<file path="src/rtl/audio_pkg.sv">
// Shared audio definitions: note codes, envelope states and the 10 MHz half-period table.
package audio_pkg;

    typedef enum logic [3:0] {
        TONE_C    = 4'h0,
        TONE_CS   = 4'h1,
        TONE_D    = 4'h2,
        TONE_DS   = 4'h3,
        TONE_E    = 4'h4,
        TONE_F    = 4'h5,
        TONE_FS   = 4'h6,
        TONE_G    = 4'h7,
        TONE_GS   = 4'h8,
        TONE_A    = 4'h9,
        TONE_AS   = 4'hA,
        TONE_B    = 4'hB,
        TONE_C_HI = 4'hC,
        TONE_OFF  = 4'hF
    } tone_t;

    typedef enum logic [1:0] {
        IDLE    = 2'd0,
        PLAY    = 2'd1,
        RELEASE = 2'd2
    } env_state_t;

    localparam int HP_W = 17;

    // Half a period of each note, in 10 MHz clock cycles.
    localparam logic [HP_W-1:0] HALF_PERIOD [0:12] = '{
        17'd19111, 17'd18039, 17'd17026, 17'd16071, 17'd15169, 17'd14317, 17'd13514,
        17'd12755, 17'd12039, 17'd11364, 17'd10726, 17'd10124, 17'd9556
    };

    // Codes above high C (0xD, 0xE, 0xF) all mean silence.
    function automatic tone_t normalise(input logic [3:0] code);
        return (code > 4'hC) ? TONE_OFF : tone_t'(code);
    endfunction

endpackage

</file>
<file path="src/rtl/tone_envelope.sv">
// Attack/decay/sustain/release envelope: owns the state machine and the 8-bit amplitude.
module tone_envelope
    import audio_pkg::*;
#(
    parameter logic [7:0] SUSTAIN_LVL  = 8'd96,
    parameter logic [7:0] DECAY_STEP   = 8'd1,
    parameter logic [7:0] RELEASE_STEP = 8'd4
) (
    input  logic       clk,
    input  logic       n_rst,
    input  logic       note_start,
    input  logic       note_stop,
    input  logic       clkdiv,
    output logic [7:0] amp,
    output env_state_t state,
    output logic       release_done
);

    localparam logic [8:0] DECAY_FLOOR = 9'(SUSTAIN_LVL) + 9'(DECAY_STEP);

    env_state_t state_next;
    logic [7:0] amp_next;

    always_ff @(posedge clk or negedge n_rst) begin
        if (!n_rst) begin
            state <= IDLE;
            amp   <= 8'd0;
        end else begin
            // NOTE: non-blocking so every register samples the pre-edge values of its peers.
            state <= state_next;
            amp   <= amp_next;
        end
    end

    always_comb begin
        // NOTE: defaults first so no path leaves a variable unassigned (no latch).
        state_next = state;
        amp_next   = amp;
        if (note_start) begin
            // A new note beats a coincident envelope tick.
            state_next = PLAY;
            amp_next   = 8'hFF;
        end else begin
            case (state)
                PLAY: begin
                    if (note_stop) begin
                        state_next = RELEASE;
                    end else if (clkdiv) begin
                        amp_next = ({1'b0, amp} >= DECAY_FLOOR) ? amp - DECAY_STEP : SUSTAIN_LVL;
                    end
                end
                RELEASE: begin
                    if (clkdiv) begin
                        if (amp <= RELEASE_STEP) begin
                            amp_next   = 8'd0;
                            state_next = IDLE;
                        end else begin
                            amp_next = amp - RELEASE_STEP;
                        end
                    end
                end
                default: begin
                    state_next = state;
                end
            endcase
        end
    end

    always_comb begin
        release_done = (state == RELEASE) && clkdiv && !note_start && (amp <= RELEASE_STEP);
    end

endmodule

</file>
<file path="src/rtl/note_tone_gen.sv">
// Note-code to speaker PWM: square wave at the note pitch, gated by an 8-bit envelope PWM.
module note_tone_gen
    import audio_pkg::*;
#(
    parameter logic [7:0] SUSTAIN_LVL  = 8'd96,
    parameter logic [7:0] DECAY_STEP   = 8'd1,
    parameter logic [7:0] RELEASE_STEP = 8'd4
) (
    input  logic       clk,
    input  logic       n_rst,
    input  logic [3:0] note_in,
    input  logic       clkdiv,
    output logic       square_out,
    output logic       pwm_out,
    output logic [7:0] amp,
    output logic       active
);

    tone_t            note_norm;
    tone_t            cur_note;
    logic             note_start;
    logic             note_stop;
    logic [HP_W-1:0]  half_period;
    logic [HP_W-1:0]  period_cnt;
    logic [7:0]       pwm_cnt;
    env_state_t       state;
    logic             release_done;

    assign note_norm  = normalise(note_in);
    assign note_start = (note_norm != cur_note) && (note_norm != TONE_OFF);
    assign note_stop  = (note_norm != cur_note) && (note_norm == TONE_OFF);
    assign active     = (state != IDLE);

    tone_envelope #(
        .SUSTAIN_LVL  (SUSTAIN_LVL),
        .DECAY_STEP   (DECAY_STEP),
        .RELEASE_STEP (RELEASE_STEP)
    ) u_envelope (
        .clk          (clk),
        .n_rst        (n_rst),
        .note_start   (note_start),
        .note_stop    (note_stop),
        .clkdiv       (clkdiv),
        .amp          (amp),
        .state        (state),
        .release_done (release_done)
    );

    // half_period is only reloaded by a valid note, so the tone keeps its pitch through release.
    always_ff @(posedge clk or negedge n_rst) begin
        if (!n_rst) begin
            cur_note    <= TONE_OFF;
            half_period <= '0;
        end else begin
            cur_note <= note_norm;
            if (note_start) begin
                half_period <= HALF_PERIOD[4'(note_norm)];
            end
        end
    end

    always_ff @(posedge clk or negedge n_rst) begin
        if (!n_rst) begin
            period_cnt <= '0;
            square_out <= 1'b0;
        end else if (note_start) begin
            period_cnt <= '0;
            square_out <= 1'b0;
        end else if (state == IDLE || release_done) begin
            period_cnt <= '0;
            square_out <= 1'b0;
        end else if (period_cnt == half_period - 17'd1) begin
            period_cnt <= '0;
            square_out <= ~square_out;
        end else begin
            period_cnt <= period_cnt + 17'd1;
        end
    end

    always_ff @(posedge clk or negedge n_rst) begin
        if (!n_rst) begin
            pwm_cnt <= 8'd0;
            pwm_out <= 1'b0;
        end else begin
            pwm_cnt <= pwm_cnt + 8'd1;
            pwm_out <= square_out & (pwm_cnt < amp);
        end
    end

endmodule

</file>
<file path="config.mk">
export PLATFORM = sky130hd
export DESIGN_NAME = note_tone_gen
export DESIGN_NICKNAME = d
export VERILOG_FILES = /design/src/rtl/audio_pkg.sv /design/src/rtl/tone_envelope.sv /design/src/rtl/note_tone_gen.sv
export SDC_FILE = /design/constraint.sdc
export NUM_CORES = 1
export LEC_CHECK = 0
export ABC_AREA = 1
export ABC_CLOCK_PERIOD_IN_PS = 5400
export CELL_PAD_IN_SITES_DETAIL_PLACEMENT = 2
export CELL_PAD_IN_SITES_GLOBAL_PLACEMENT = 2
export CORE_MARGIN = 2
export CORE_UTILIZATION = 39
export CTS_CLUSTER_SIZE = 40
export DETAILED_ROUTE_END_ITERATION = 12
export PLACE_DENSITY_LB_ADDON = 0.1
export SETUP_SLACK_MARGIN = 0.02
export SLEW_MARGIN = 20
export SYNTH_ARGS = -nofsm -noshare
export SYNTH_HDL_FRONTEND = slang
export SYNTH_SLANG_ARGS = --single-unit
</file>
<file path="constraint.sdc">
create_clock -name clk -period 5.4 [get_ports clk]
set_input_delay 1.08 -clock clk [delete_from_list [all_inputs] [get_ports clk]]
set_output_delay 1.08 -clock clk [all_outputs]
set_load 0.005 [all_outputs]
</file>
### Yosys cells after proc, flatten, opt, wreduce, memory -nomap -nowiden

Memories as Yosys holds them, arrays and structs flattened. A register that Yosys moved wholly into a read port is not among the register bits.
Cells that the tools add are included.

* ROM bits: 272
* output and inout port bits: 11
* register bits after elaboration: 41
* memories: 1
* bits of input ports: 7

* eq/ne operators: 11
* $lt $le $gt $ge: 4
* muxes and demuxes: 19
* add/subtract/negate cells: 5
* bitwise operators: 3
* reduce and logical (&&, ||, !) cells: 14

Memory list
* (no name shown): words 16, width 17, rd ports 1, clocked after Yosys merged registers in 1, write ports 0, line note_tone_gen.sv:57 `half_period <= HALF_PERIOD[4'(note_norm)];`

Operators with widths (number)
* $mux 17: 3
* $mux 8: 6
* $add 17x1->17 const B: 1
* $eq 17x17->1: 1
* $sub 17x1->17 const B: 1
* $pmux 8 s2: 1
* $ne 3x2->1 const B: 4
* $add 8x1->8 const B: 1
* $ge 8x7->1 const B: 1
* $le 8x3->1 const B: 1
* $lt 8x8->1: 1
* $mux 2: 4
* $reduce_and 4->1: 2
* $sub 8x1->8 const B: 1
* $sub 8x3->8 const B: 1
* $reduce_bool 3->1: 2
* $logic_and 1x1->1: 5
* $not 4->5: 1
* $eq 4x4->1 const B: 1
* $gt 4x4->1 const B: 1
* $mux 4: 1
* $ne 4x4->1: 1
* $ne 4x4->1 const B: 1
* $pmux 2 s2: 1
* other kinds (10): 13

### Depth between registers and ports, before layout

Gate-level depths: netlist of the first run.

* word-level depth: 10
* depth in mapped cells: 16
* gate-level depth less buffers: 16

### Hierarchy

From an unflattened synthesis of the first run, not the netlist that was laid out.

* cells, all modules: 549
* area, all modules: 4086.4 um^2

By module, submodules not included
* note_tone_gen: cells each 412, instances 1, sequential area each 1156.1 um^2, area an instance 3169.3 um^2
* tone_envelope: cells each 137, instances 1, sequential area each 250.2 um^2, area an instance 917.1 um^2

### Least setup slack after synthesis of the first run

OpenSTA, ideal clock, no wires.

* path kind: input to register
* from: in note_in[3]
* to: reg u_envelope.amp[2]
* path buffers: 0
* data arrival time: 2.260 ns
* library setup time: 0.117 ns
* path slack: 3.023 ns
* stages: 8
* cell sequence: nand2_1 -> o21ai_2 -> xnor2_1 -> nand3_2 -> o211ai_2 -> nand2_2 -> nand2_1 -> nand2_1

* word-level cells in the longest chain between the ends: 6
* elaborated cells between the ends (all ways): 13

RTL lines
* start, declared: line note_tone_gen.sv:11 `input logic [3:0] note_in,`
* $gt 4x4->1 (*): line audio_pkg.sv:37 `return (code > 4'hC) ? TONE_OFF : tone_t'(code);`
* $mux 4 (*): line audio_pkg.sv:37
* via note_norm[0]: line note_tone_gen.sv:19 `tone_t note_norm;`
* $ne 4x4->1, or another cell as far along: line note_tone_gen.sv:30, note_tone_gen.sv:31
* $logic_and 1x1->1, on equally long branches: line note_tone_gen.sv:31, note_tone_gen.sv:30
* $ne 3x2->1 (no source line) / $reduce_bool 3->1 (equally long branches)
* $reduce_and 4->1 (no source line)
* end signal, assigned: line tone_envelope.sv:31 `amp <= amp_next;`
* end, declared: line tone_envelope.sv:14 `output logic [7:0] amp,`

Mark *: on every way through the listed nets, which the timed path passes. The rest lies on a longest branch.
A chain may end at the register's enable or synchronous reset.

### Final worst setup path of the first run

* from: in note_in[3]
* to: reg square_out

* word-level cells in the longest chain between the ends: 10
* elaborated cells between the ends (all ways): 12

RTL lines
* $gt 4x4->1 (*): line audio_pkg.sv:37
* $mux 4 (*): line audio_pkg.sv:37
* via note_norm[0]: line note_tone_gen.sv:19
* $ne 4x4->1: line note_tone_gen.sv:30 `assign note_start = (note_norm != cur_note) && (note_norm != TONE_OFF);`
* $logic_and 1x1->1 (*): line note_tone_gen.sv:30
* $logic_not 1->1: line tone_envelope.sv:70 `release_done = (state == RELEASE) && clkdiv && !note_start && (amp <= RELEASE_STEP);`
* $logic_and 1x1->1 (2 in series): line tone_envelope.sv:70
* $logic_or 1x1->1: line note_tone_gen.sv:69 `end else if (state == IDLE || release_done) begin`
* $mux 1: line note_tone_gen.sv:69
* $mux 1: line note_tone_gen.sv:66 `end else if (note_start) begin`
* end signal, assigned: line note_tone_gen.sv:74 `square_out <= ~square_out;`
* end, declared: line note_tone_gen.sv:13 `output logic square_out,`

Marks and branches as above.

==> results.md, run 1 <==
* Final wirelength at 11700 um
* Critical path's top delay family: simple AND/OR/NAND/NOR gates
* Startpoint types: primary input
* Syn avg cell area at 7.41 sq um
* Max Freq at 0.266 GHz
* Iter 0 DRT Violations at 71
* R2R Path End: square_out
* Hold Buf Count CTS at 0
* Clock Root Buffer: clkbuf_8
* Share of layout cells above drive strength 1 at 0.0772
* Yosys reg bits at 56
* Clk buf depth at 2
* Leading area contributor after synthesis: dfrtp_1
* Setup bufs post-CTS at 0
* Clock Pin Slew Worst Setup and Hold Paths at 0.10 ns
* Top-area cell type share of the netlist area at 0.332
* DR vias at 3457
* DR DRC count at 0
* GRT Resource Usage Total at 0.230
* Port buffer count at 17
* Slew margin rel. at 0.503
* Worst Path Required at 5.61 ns
* Multiplexer area fraction after synthesis at 0
* CP peak stage delay at 0.79 ns
* Inserted Diodes at 0
* Slew @ Worst Pin at 0.745 ns
* Largest net degree at the start of global routing at 57
* CTS tree: built
* Dpl cells at 669
* Crit share post-route at 0.696
* Post-synthesis simple-gate area fraction at 0.317
* Post-Syn Instances at 529
* Distinct cells, synth at 42
* Synth Net Count at 555
* Cell mode on critical path: nand2_1
* Skew final at 0.00406 ns
* Critical Path Sink Type: register
* Crit Path Max Fanout at 22
* Die area at 10900 sq um
* CP Depth at 11
* Non-Filler Instances at 677
* Leak at 2.02 nW
* Initial antenna violation count at 0
* Cts bufs inserted at 5
* # rows at 36
* Post-layout util at 0.439
* Crit path kind: primary input to register
* Area of the multi-input gates at 2180 sq um
* Cell area after synthesis at 3920 sq um
* Initial core utilization at 0.401
* Num ports at 18
* Worst path bufs/invs at 2
* Post-synthesis adder-cell area fraction at 0.0606
* Cells on worst reg2reg path at 10
* Clk_lat worst skew at 0.31 ns
* Vias in the first global route at 3932
* RSZ-0062 raised after global routing: no
* First-pass GRT wire length at 20100 um
* Die Wd at 104 um
* Core area at 9770 sq um
* RR Startpoint: u_envelope.amp[2]
* Peak VDD IR at 111 uV
* YS warnings at 0
* Synth Area in Compound Gates at 0.101
* Final setup violation count at 0
* GP Congestion at 0.826
* Dominant synthesized flop cell: dfrtp_1
* DRT Pass-1 Iters at 4
* Fillers at 1193
* Xor/xnor share of the synthesized area at 0.0782
* Via-to-Cell Ratio at 5.11
* H-tree level count at 2
* Clock sinks at 56
* Arrival @ worst endpoint at 3.96 ns
* Final Power at 1.02 mW
* Max stage delay cell, worst path: clkdlybuf4s50_1
* Die Height at 104 um
* Fin. Hold Viols at 0
* Max Cap Viol at 0
* Critical Path Source: note_in[3]
* Detail Route Antenna Nets at 0
* Main area contributors after synthesis: dfrtp_1 (33%), nand2_1 (12%), nor2_1 (6.5%)
* Status: finished clean
* Global route overflow at 0
* Seq/Total Area, Yosys at 0.359
* Post-synth ARST share at 1.00
* PD cells at 238 nW/um^2
* Critical-path cell list: clkdlybuf4s50_1 -> nand2_1 -> o21ai_2 -> ha_1 -> nand2_1 -> nand2_2 -> inv_2 -> nor2_4 -> nand2_4 -> nand2_1 -> nand2_1
* Largest family of logic cells by synthesized area: simple AND/OR/NAND/NOR gates
* Hpwl dp at 9010 um
* Layout net count at 569
* Final Max Slew Viols at 0
* Final min period at 3.76 ns
* Hold Path Class: register to register
* Area added between synthesis and finish at 9.42%
* Setup crit end: square_out
* Worst hold slack at 0.505 ns
* Drt wl/cell at 17.2 um
* Setup_tns at 0 ns
* EDFF count, synth at 0
* Resized Gates After CTS at 0
* Seq. cell area at 1410 sq um
* FF-to-FF setup slack at 2.89 ns
## cell usage after synthesis (all sizes together) (5+ instances only)
cell	number
ha	19
nand2	127
a21oi	10
xor2	28
nor2	82
clkbuf	5
inv	67
nor3	5
xnor2	7
nand4	7
dfrtp	52
nand3	49
buf	6
o21ai	39
## cells in the final DEF, fill, tap and decap left out, types with 2 or more instances in the layout
| cell type | netlist | final |
|---|---|---|
| a21oi_1 | 10 | 10 |
| a31oi_1 | 4 | 4 |
| clkbuf_8 | 0 | 5 |
| clkdlybuf4s50_1 | 0 | 16 |
| dfrtp_1 | 52 | 52 |
| dfstp_2 | 4 | 4 |
| ha_1 | 19 | 19 |
| inv_1 | 63 | 63 |
| inv_2 | 4 | 4 |
| nand2_1 | 122 | 122 |
| nand2_2 | 4 | 4 |
| nand3_1 | 48 | 48 |
| nand3b_1 | 2 | 2 |
| nand4_1 | 7 | 7 |
| nor2_1 | 68 | 68 |
| nor2_2 | 2 | 2 |
| nor2_4 | 12 | 12 |
| nor3_1 | 5 | 5 |
| o211ai_1 | 3 | 3 |
| o21ai_0 | 35 | 35 |
| o21ai_1 | 2 | 2 |
| o21ai_2 | 2 | 2 |
| xnor2_1 | 7 | 7 |
| xor2_1 | 28 | 28 |
## metal layers
layer | vias to the layer above | share of wire | track usage
li1 | 1715 | - | -
met1 | 1704 | 0.46 | 0.292
met2 | 27 | 0.51 | 0.424
met3 | 11 | 0.017 | 0.0257
met4 | 0 | 0.011 | 0.0444
met5 | - | 0 | 0
## per-stage QoR
stage          area, sq um  worst slack, ns
4_1_cts               4290             1.61
6_report              4290             1.64
5_1_grt               4290             1.34
3_5_place_dp          4180             1.26
2_1_floorplan         3920             3.02
3_3_place_gp          4180             1.46
## how the worst min path moves through the flow
stage | endpoint | from | cells past startpoint | slack [ns]
CTS | pwm_cnt[7] | pwm_cnt[7] | 1 | 0.50
detailed placement | pwm_cnt[7] | pwm_cnt[7] | 1 | 0.48
floorplan | pwm_cnt[0] | pwm_cnt[0] | 1 | 0.44
finish | pwm_cnt[7] | pwm_cnt[7] | 1 | 0.50
global placement | pwm_cnt[0] | pwm_cnt[0] | 1 | 0.46
global route | pwm_cnt[7] | pwm_cnt[7] | 1 | 0.54
## registers in the layout, indices dropped and copies added, names as in the netlist
signal,flops
cur_note,4
square_out,1
pwm_cnt,8
u_envelope.state,2
pwm_out,1
period_cnt,17
half_period,15
u_envelope.amp,8
## worst reg2reg max path: stages (launching register included)
cell     delay, ns
dfrtp_1       0.46
inv_1         0.21
ha_1          0.28
a21oi_1       0.07
nor2_1        0.33
inv_1         0.16
o21ai_0       0.32
nor2_4        0.09
nand2_4       0.33
nand2_1       0.11
nand2_1       0.09
## report_power, final
part / switching [mW] / internal [mW]
registers: 0.0396 / 0.448
logic: 0.162 / 0.0907
clock network: 0.143 / 0.138
## logic make-up after synthesis
kind of cell             Yosys count
AO/OA/AOI/OAI                     67
XOR/XNOR                          35
adder cells (fa/ha/maj)           19
buffers and inverters             78
flip-flops                        56
AND/OR/NAND/NOR                  274
## area by class of cell
type / instances / area share
clock buffers: 6 / 0.0169
inverters: 67 / 0.0586
clock inverters: 2 / 0.00817
repair buffers: 18 / 0.0403
multi-input cells: 395 / 0.509
well taps: 133 / 0.0388
flip-flops and latches: 56 / 0.328
No activity file was read; power rests on OpenSTA's default activity.
==> run 2: changes to the inputs <==
Settings changed: ABC_CLOCK_PERIOD_IN_PS 5400 to 3000, CORE_UTILIZATION 39 to 32.
Clock period 5.4 ns to 3 ns, I/O delays scaled along.
==> results.md, run 2 (synthesis results as in run 1) <==
* Most frequent cells in the layout: nand2_1 (122), nor2_1 (68), inv_1 (63), dfrtp_1 (52), nand3_1 (48)
* PD cells at 459 nW/um^2
* Clk buf depth at 2
* Crit share post-route at 0.880
* Final Max Slew Viols at 0
* Worst hold slack at 0.440 ns
* Final wirelength at 11600 um
* Arrival @ worst endpoint at 2.84 ns
* Status: finished clean
* Setup bufs post-CTS at 0
* Drt wl/cell at 16.6 um
* Port buffer count at 17
* Inserted Diodes at 0
* Die Height at 115 um
* Leak at 2.08 nW
* Cts bufs inserted at 5
* H-tree level count at 2
* Clk pwr share at 0.343
* CTS tree: built
* Max reg flops at 17
* DRT Pass-1 Iters at 4
* GRT Resource Usage Total at 0.195
* Crit Path Max Fanout at 18
* Internal power at 1.37 mW
* Vias in the first global route at 3957
* Detail Route Antenna Nets at 0
* DR DRC count at 0
* Clock sinks at 56
* Worst Path Required at 3.20 ns
* Most common cell after layout, fill and taps aside: nand2_1
* Final setup violation count at 0
* Max Freq at 0.379 GHz
* # rows at 40
* Core area at 12000 sq um
* Clk_lat worst skew at 0.31 ns
* Largest net degree at the start of global routing at 42
* Final min period at 2.64 ns
* Iter 0 DRT Violations at 67
* Hold Path Class: primary input to asynchronous set/reset pin
* Die area at 13200 sq um
* Skew final at 0.00499 ns
* Fillers at 1444
* Layout net count at 576
* Hpwl dp at 9260 um
* Initial antenna violation count at 0
* Clock Root Buffer: clkbuf_16
* Area of the multi-input gates at 2180 sq um
* Seq. cell area at 1410 sq um
* Dpl cells at 690
* Max Cap Viol at 0
* Pre-CTS setup slack at 0.00239 ns
* Via-to-Cell Ratio at 4.96
* Clock Pin Slew Worst Setup and Hold Paths at 0.07 ns
* Fin. Hold Viols at 0
* Startpoint types: primary input
* Area added between synthesis and finish at 12.7%
* Die Wd at 115 um
* Cell area after layout at 4420 sq um
* Slew margin rel. at 0.363
* Largest regs: period_cnt (17), half_period (15)
* DR vias at 3463
* Crit path kind: primary input to register
* Num ports at 18
* Non-Filler Instances at 698
* Final Power at 2.03 mW
* Final worst setup slack at 0.360 ns
* Biggest register: period_cnt
* Peak VDD IR at 205 uV
* Resized Gates After CTS at 0
* GP Congestion at 0.784
* Setup_tns at 0 ns
* Post-layout util at 0.369
* RSZ-0062 raised after global routing: no
* Seq pwr share at 0.432
* Hold Buf Count CTS at 0
* Global route overflow at 0
* Gate power share at 0.226
* Critical Path Sink Type: register
* Initial core utilization at 0.328
* First-pass GRT wire length at 20200 um
* Placed cell areas at 4250 sq um
* Slew @ Worst Pin at 0.956 ns
* Sw Ratio at 0.324
* Share of layout cells above drive strength 1 at 0.0907
* Net Switching at 0.657 mW
## run 2: changes by cell type in the layout (fill, tap and decap cells not counted)
cell and change:
clkbuf_1 -1, buf_4 +7, clkbuf_8 -5, clkbuf_16 +5
clkinvlp_4 +1
## run 2: critical path, cell delays in order
cell,delay [ns]
clkdlybuf4s50_1,0.56
inv_2,0.10
o21ai_2,0.30
xnor2_1,0.17
nand3_2,0.15
nand2_2,0.26
inv_2,0.11
nor2_4,0.13
nand2_4,0.24
nand2_1,0.15
nand2_1,0.06
## run 2: layout make-up
type	count	share of cell area
Sequential cell	56	0.318
Clock buffer	5	0.0283
Inverter	67	0.0569
Multi-Input combinational cell	395	0.494
Timing Repair Buffer	25	0.0510
Clock inverter	3	0.00963
Tap cell	147	0.0416
## run 2: layer usage
| layer | GRT usage | part of all wire | up-vias |
|---|---|---|---|
| met5 | 0 | 0 | - |
| met4 | 0.0577 | 0.013 | 0 |
| li1 | - | - | 1732 |
| met2 | 0.331 | 0.48 | 22 |
| met3 | 0.0254 | 0.015 | 10 |
| met1 | 0.259 | 0.49 | 1699 |
## run 2: power groups by stage
stage	combinational (mW)	clock [mW]	sequential [mW]
2_1_floorplan	0.306	0	0.867
3_3_place_gp	0.446	0	0.890
3_5_place_dp	0.463	0	0.891
4_1_cts	0.468	0.724	0.877
5_1_grt	0.530	0.744	0.889
6_report	0.457	0.695	0.876
## run 2: worst paths after layout
kind	startpoint	endpoint	cells after the start	slack, ns
setup / recovery	note_in[1]	square_out	11	0.36
hold / removal	n_rst	period_cnt[3]	1	0.44
setup reg to reg	half_period[0]	square_out	13	0.49
hold reg to reg	pwm_cnt[7]	pwm_cnt[7]	1	0.51
max in group asynchronous	n_rst	u_envelope.amp[4]	2	1.87
min in group clk	pwm_cnt[7]	pwm_cnt[7]	1	0.51
